### config.mk
export PLATFORM = sky130hd
export DESIGN_NAME = tx_idle_framer
export DESIGN_NICKNAME = d
export VERILOG_FILES = /design/src/rtl/tx_idle_framer.sv
export SDC_FILE = /design/constraint.sdc
export NUM_CORES = 1
export LEC_CHECK = 0
export BUFFER_PORTS_ARGS = -buffer_cell sky130_fd_sc_hd__buf_2
export CORE_MARGIN = 2
export CORE_UTILIZATION = 50
export DETAILED_ROUTE_END_ITERATION = 8
export GPL_TIMING_DRIVEN = 0
export HOLD_SLACK_MARGIN = 0.15
export PLACE_DENSITY = 0.77
export SLEW_MARGIN = 0
export SYNTH_ARGS = -nofsm -noshare
export SYNTH_HDL_FRONTEND = slang
export SYNTH_SLANG_ARGS = --single-unit
### constraint.sdc
create_clock -name usrclk_i -period 2.23 [get_ports usrclk_i]
set_input_delay 0.1115 -clock usrclk_i [delete_from_list [all_inputs] [get_ports usrclk_i]]
set_output_delay 0.1115 -clock usrclk_i [all_outputs]
set_load 0.01 [all_outputs]
### src/rtl/tx_idle_framer.sv
// TX framer for the 8b/10b GT user interface: payload words out, IDLE K-words in every unused or forced slot.
// Latency: one cycle from an accepted data_i to tx_data_o; all outputs registered.
// Backpressure: data_ready_o drops during INIT, on link loss and in the forced slot 0; no skid buffer.
module tx_idle_framer #(
  parameter logic [15:0] g_IDLE        = 16'hbc95,
  parameter int unsigned g_IDLE_PERIOD = 193,
  parameter int unsigned g_INIT_IDLES  = 64
) (
  input  logic        usrclk_i,
  input  logic        rst_n_i,
  input  logic        link_up_i,
  input  logic [15:0] data_i,
  input  logic        data_valid_i,
  output logic        data_ready_o,
  output logic [15:0] tx_data_o,
  output logic [1:0]  tx_k_o,
  output logic [31:0] payload_cnt_o,
  output logic [31:0] idle_cnt_o
);

  typedef enum logic [0:0] {
    ST_INIT = 1'b0,
    ST_RUN  = 1'b1
  } state_t;

  // K28.5 sits in the upper byte of the IDLE word, so only charisk bit 1 is set.
  localparam logic [1:0]  c_K_IDLE    = 2'b10;
  localparam logic [1:0]  c_K_DATA    = 2'b00;
  localparam logic [16:0] c_INIT_LAST = 17'(g_INIT_IDLES - 1);
  localparam logic [15:0] c_SLOT_LAST = 16'(g_IDLE_PERIOD - 1);

  state_t      r_state;
  state_t      w_state_nxt;
  logic [15:0] r_init_cnt;
  logic [15:0] w_init_cnt_nxt;
  logic [15:0] r_slot_cnt;
  logic [15:0] w_slot_cnt_nxt;
  logic [16:0] w_init_inc;
  logic        w_init_done;
  logic        w_accept;

  // INIT ends as the counter steps onto its last value; the slot-0 IDLE that
  // opens RUN then completes the g_INIT_IDLES-long alignment run.
  assign w_init_inc  = {1'b0, r_init_cnt} + 17'd1;
  assign w_init_done = (w_init_inc >= c_INIT_LAST);

  // Link state gates ready combinationally so a dropping link never takes a word.
  assign data_ready_o = (r_state == ST_RUN) && link_up_i && (r_slot_cnt != 16'd0);
  assign w_accept     = data_valid_i && data_ready_o;

  // Next-state logic for the INIT/RUN sequencer and its two counters.
  always_comb begin
    w_state_nxt    = r_state;
    w_init_cnt_nxt = r_init_cnt;
    w_slot_cnt_nxt = r_slot_cnt;
    case (r_state)
      ST_INIT: begin
        w_slot_cnt_nxt = 16'd0;
        if (!link_up_i) begin
          w_init_cnt_nxt = 16'd0;
        end else if (w_init_done) begin
          w_state_nxt    = ST_RUN;
          w_init_cnt_nxt = 16'd0;
        end else begin
          w_init_cnt_nxt = w_init_inc[15:0];
        end
      end
      ST_RUN: begin
        if (!link_up_i) begin
          w_state_nxt    = ST_INIT;
          w_init_cnt_nxt = 16'd0;
          w_slot_cnt_nxt = 16'd0;
        end else if (r_slot_cnt == c_SLOT_LAST) begin
          w_slot_cnt_nxt = 16'd0;
        end else begin
          w_slot_cnt_nxt = r_slot_cnt + 16'd1;
        end
      end
      default: begin
        w_state_nxt    = ST_INIT;
        w_init_cnt_nxt = 16'd0;
        w_slot_cnt_nxt = 16'd0;
      end
    endcase
  end

  // Sequencer state and counter registers.
  always_ff @(posedge usrclk_i or negedge rst_n_i) begin
    if (!rst_n_i) begin
      r_state    <= ST_INIT;
      r_init_cnt <= 16'd0;
      r_slot_cnt <= 16'd0;
    end else begin
      r_state    <= w_state_nxt;
      r_init_cnt <= w_init_cnt_nxt;
      r_slot_cnt <= w_slot_cnt_nxt;
    end
  end

  // Registered TX word: accepted payload goes out as data, anything else as IDLE; statistics follow the word.
  always_ff @(posedge usrclk_i or negedge rst_n_i) begin
    if (!rst_n_i) begin
      tx_data_o     <= g_IDLE;
      tx_k_o        <= c_K_IDLE;
      payload_cnt_o <= 32'd0;
      idle_cnt_o    <= 32'd0;
    end else if (w_accept) begin
      tx_data_o     <= data_i;
      tx_k_o        <= c_K_DATA;
      payload_cnt_o <= payload_cnt_o + 32'd1;
    end else begin
      tx_data_o     <= g_IDLE;
      tx_k_o        <= c_K_IDLE;
      idle_cnt_o    <= idle_cnt_o + 32'd1;
    end
  end

endmodule

; ---- Word level (Yosys, flattened, before mapping)
; Cells that the tools add are included.
[op_classes]
addsub = 4
order_cmp = 1
n_eq_ne = 2
muxes = 13
bitwise = 1
reduce_logical = 4
[op_table]
columns = op, count
row1 = $mux W16, 6
row2 = $add A32 B1 Y32 const B, 2
row3 = $pmux W16 S2, 2
row4 = $add A16 B1 Y17 const B, 1
row5 = $ge A17 B6 Y1 const B, 1
row6 = $add A16 B1 Y16 const B, 1
row7 = $eq A16 B8 Y1 const B, 1
row8 = $reduce_bool A16 Y1, 1
row9 = $logic_and A1 B1 Y1, 3
row10 = $mux W1, 3
row11 = $mux W2, 1
row12 = $ne A2 B2 Y1 const B, 1
row13 = $pmux W1 S2, 1
row14 = $not A1 Y1, 1
[totals]
ff_bits = 115
word_cells = 32

; ---- Logic depth before layout (Yosys ltp)
[depth]
word_depth = 5
depth_mapped = 10

; ---- Worst setup path before layout
; Ideal clock, no wire load.
[synth_path]
kind = reg-to-reg
from = reg r_slot_cnt[0]
to = reg payload_cnt_o[1]
setup_time_ns = 0.125
t_arrival_ns = 1.999
slack_ns = 0.107
path_stages_with_launch = 10
n_path_buf = 3
path_cell_list = dfrtp_1 > inv_1 > ha_1 > nor3b_1 > and4_1 > buf_2 > a21oi_2 > buf_6 > clkbuf_1 > mux2_2
[synth_via]
elab_chain_len = 3
[synth_lines]
columns = item, line_no
row1 = start: declaration, 36  ; logic [15:0] r_slot_cnt;
row2 = start signal: assignment, 96  ; r_slot_cnt <= w_slot_cnt_nxt;
row3 = $reduce_bool A16 Y1, 48  ; assign data_ready_o = (r_state == ST_RUN) && link_up_i && (r_slot_cnt != 16'd0);
row4 = $logic_and A1 B1 Y1, 48
row5 = $logic_and A1 B1 Y1, 49  ; assign w_accept = data_valid_i && data_ready_o;
row6 = end signal: assignment, 110  ; payload_cnt_o <= payload_cnt_o + 32'd1;
row7 = end: declaration, 17  ; output logic [31:0] payload_cnt_o,
; No other way between the ends.
; A chain may end at the register's enable or synchronous reset.

; ---- Final worst setup path
[layout_path]
from = reg r_slot_cnt[0]
to = reg idle_cnt_o[30]
[layout_via]
elab_chain_len = 3
[layout_lines]
columns = item, line_no
row1 = $reduce_bool A16 Y1, 48
row2 = $logic_and A1 B1 Y1, 48
row3 = $logic_and A1 B1 Y1, 49
row4 = end signal: assignment, 114  ; idle_cnt_o <= idle_cnt_o + 32'd1;
row5 = end: declaration, 18  ; output logic [31:0] idle_cnt_o
; No other way between the ends.

==> flow_summary_export.csv <==
group,metric,value,unit
run_status,status,"complete, no violations",
timing,grt_setup_unrepaired,"true",
synth,synth_cell_types,54,
layout,area_delta_synth_final,33.3,%
clock_tree,insertion_delay,0.51,ns
place,place_congestion,0.832,
grt,grt_max_degree,65,
route,drt_drc_violations_left,0,
synth,synth_xor_xnor_area_share,13.3,%
clock_tree,cts_buffers,17,
pwr,p_seq_share,41.6,%
timing,final.min_clock_period,2.22,ns
synth,synth-async-reset-ratio,100,%
synth,synth_edf_count,0,
pwr,power.share.combinational,2.4,%
worst_setup_path,cp_top_family,"simple AND/OR/NAND/NOR gates",
timing,hold_viol,0,
worst_setup_path,cp-end-kind,"flop",
worst_setup_path,crit_chain,"inv_1 > ha_1 > nor3b_2 > and4_1 > buf_2 > a21oi_4 > clkbuf_4 > nor4_4 > xor2_1",
timing,max_freq,0.451,GHz
floorplan,start_util,51.7,%
synth,ys_seq_elements,114,
pwr,cellInternalPower,3970,uW
synth,netlist_instances,485,
floorplan,core_area,10300,um2
grt,antenna_found_initial,0,
synth,synthMuxAreaShare,0.422,%
flow_run,drv_cap,0,
clock_tree,numClockSinks,114,
pwr,p_leak,0.00300,uW
synth,ys.flop_type,"dfrtp_1",
worst_setup_path,critical_path.slowest_cell,"dfrtp_1",
pwr,sw_frac_of_total,20.8,%
worst_setup_path,worst_setup_path_start_kind,"flop",
route,drt_iter0_drc,308,
clock_tree,cts_max_path_buffers,2,
synth,seq_area_frac_synth,53.7,%
timing,worst_clock_skew,0.00896,ns
pwr,p_per_area,705,nW/um2
layout,multi_input_area,2530,um2
pwr,p_sw,1040,uW
synth,yosys_warnings,0,
worst_setup_path,path_depth,9,
synth,synth_top_family_by_area,"simple AND/OR/NAND/NOR gates",
worst_setup_path,path_max_fanout,10,
timing,maxSlewHeadroom,46.2,%
timing,worst_pin_slew,0.807,ns
synth,yosys.area_share.simple,24.4,%
min_path,min_path_type,"input port to async pin",
worst_setup_path,critical_path_arrival,2.64,ns
synth,syn_nets,511,
clock_tree,cts_tree,"built",
worst_setup_path,required,2.65,ns
layout,utilization,68.9,%
synth,synth_area,5340,um2
pwr,power,5010,uW
worst_setup_path,crit_type,"flop to flop",
floorplan,row_count,37,
route,drt-pass1-iter-count,5,
route,drt_wl_total,13000,um
grt,gr-total-overflow,0,
floorplan,num_io_pins,103,
clock_tree,cts_max_level,4,
worst_setup_path,worst_r2r_path_depth,9,
timing,setup_tns,0,ns
grt,grt_usage,23.2,%
worst_setup_path,path_buf_inv,3,
route,vias_per_cell,5.54,
timing,slew_viol_final,0,
layout,seqCellArea,2870,um2
layout,final_layout_size_suffix_gt1_share,32.2,%
floorplan,die_area,11500,um2
timing,finalCritPeriodShare,99.4,%
grt,grt_pass1_wl,21000,um
synth,synth_compound_area_share,3.96,%
pwr,ir_drop,522,uV
layout,nets,655,
layout,fill_cells,715,
synth,syn_avg_cell_area,11.0,um2
route,drtAntennaViolNets,0,
place,dp_hpwl,7990,um
route,route.detailed.wl_per_inst,16.8,um
floorplan,fp.dieH,107,um
floorplan,die_w,107,um
clock_tree,cts_root_buffer,"clkbuf_8",
timing,setup_violations,0,
worst_setup_path,slowest_delay,0.40,ns
grt,grt_pass1_vias,4389,
synth,synthAdderAreaFrac,1.41,%
route,vias,4308,
layout,antennaDiodeCount,0,
pwr,power_frac_clock,56.0,%
clock_tree,clk_pin_slew,0.06,ns
place,io_buffers,101,
## power groups by stage
| stage | Sequential, uW | Combinational [uW] | Clock, uW |
|---|---|---|---|
| finish | 2080 | 121 | 2810 |
| global route | 2080 | 136 | 2950 |
| CTS | 2080 | 114 | 2840 |
| detailed placement | 2120 | 89.8 | 0 |
| global placement | 2120 | 80.0 | 0 |
| floorplan | 2120 | 20.9 | 0 |
## worst reg2reg max path, stage by stage, from the launching register on
cell and delay, ns:
dfrtp_1 0.40, inv_1 0.07, ha_1 0.14, nor3b_2 0.18, and4_1 0.20, buf_2 0.20, a21oi_4 0.10, clkbuf_4 0.25
nor4_4 0.40, xor2_1 0.20
## cell type report
| type | instances | area share (%) |
|---|---|---|
| well taps | 136 | 2.39 |
| clock inverters | 14 | 2.62 |
| repair buffers | 125 | 10.6 |
| multi-input cells | 339 | 35.6 |
| clock buffers | 18 | 6.02 |
| flip-flops and latches | 114 | 40.4 |
| inverters | 12 | 0.633 |
| plain buffers | 20 | 1.74 |
## state kept, by name (all words and copies together), names as in the netlist
name / cells
r_state: 1
idle_cnt_o: 32
payload_cnt_o: 32
tx_data_o: 16
tx_k_o: 1
r_slot_cnt: 16
r_init_cnt: 16
## layer usage
layer / vias up / routed length, um / track usage (%) / share of wire [%]
li1: 1992 / - / - / -
met1: 2148 / 5410 / 29.7 / 41
met2: 143 / 6690 / 37.2 / 51
met3: 25 / 679 / 6.48 / 5.2
met4: 0 / 255 / 9.46 / 2.0
met5: - / 0 / 0 / 0
## path summary, 6_finish.rpt
check	startpoint	endpoint	slack (ns)
worst max register to register	r_slot_cnt[0]	idle_cnt_o[30]	0.01
worst min-delay path	rst_n_i	r_init_cnt[14]	0.18
max in group asynchronous	rst_n_i	tx_data_o[15]	1.27
min in group usrclk_i	data_valid_i	payload_cnt_o[9]	0.22
worst max-delay path	r_slot_cnt[0]	idle_cnt_o[30]	0.01
worst min register to register	payload_cnt_o[31]	payload_cnt_o[31]	0.48
## per-stage QoR
step / area (um2) / setup slack (ns) / instances / hold slack (ns)
2_1_floorplan: 5340 / 0.107 / 485 / -0.184
3_3_place_gp: 6010 / -0.276 / 722 / 0.300
3_5_place_dp: 6040 / -0.227 / 723 / 0.197
4_1_cts: 6870 / 0.00953 / 773 / 0.207
5_1_grt: 7110 / -0.173 / 778 / 0.241
6_report: 7110 / 0.0127 / 778 / 0.182
## synth_stat cells (3+ instances only)
master	count	area share (%)
nand2b_1	11	1.3
or3_1	3	0.35
o41ai_1	3	0.49
nor2_1	22	1.5
and3_1	24	2.8
buf_2	9	0.84
nand3_1	33	3.1
xor2_1	36	5.9
o31ai_1	3	0.42
nand4_1	18	2.1
dfstp_2	10	4.9
clkbuf_1	8	0.56
nor3b_1	3	0.42
xnor2_1	45	7.4
nor4_1	20	2.3
nor3_1	14	1.3
and2_1	14	1.6
dfrtp_1	104	49
a21oi_1	3	0.28
ha_1	6	1.4
and4_1	7	1.1
inv_1	11	0.77
nor4_2	3	0.70
nand2_1	39	2.7
## layout by cell type (no fill, tap or decap), types with 3 or more instances in the layout
master,Yosys,layout
nand4_1,18,18
a21oi_1,3,3
buf_2,9,105
inv_1,11,11
and4_1,7,7
nand2b_1,11,11
dfrtp_1,104,100
xor2_1,36,36
bufinv_16,0,4
nor4_2,3,13
buf_4,2,10
ha_1,6,5
or3_1,3,3
o41ai_2,1,3
nor4_4,1,6
dfrtp_2,0,4
dfstp_2,10,10
nand3_1,33,33
and2_1,14,14
nor4_1,20,5
xnor2_1,45,45
nor3_1,14,14
dlygate4sd3_1,0,18
clkinv_2,0,5
clkbuf_16,0,16
nand2_1,39,39
nor2_1,22,22
o31ai_1,3,3
and3_1,24,24
clkbuf_1,8,5
## timing repair
action                     4_1_cts  5_1_grt
hold buffers                    18        0
cloned                           0        0
setup endpoints to repair       16       67
buffers inserted                 0        5
resized for setup                6       44
pin swaps                        0        1
hold endpoints to repair        74        0
## cells by family after synthesis
kind of cell,after synthesis
AOI/OAI and AO/OA,25
xor gates and xnor gates,81
adders and majority gates,6
buffers and inverters,32
DFF,114
muxes,2
other,1
and+or+nand+nor,224
Power figures use the tool's default switching activity.
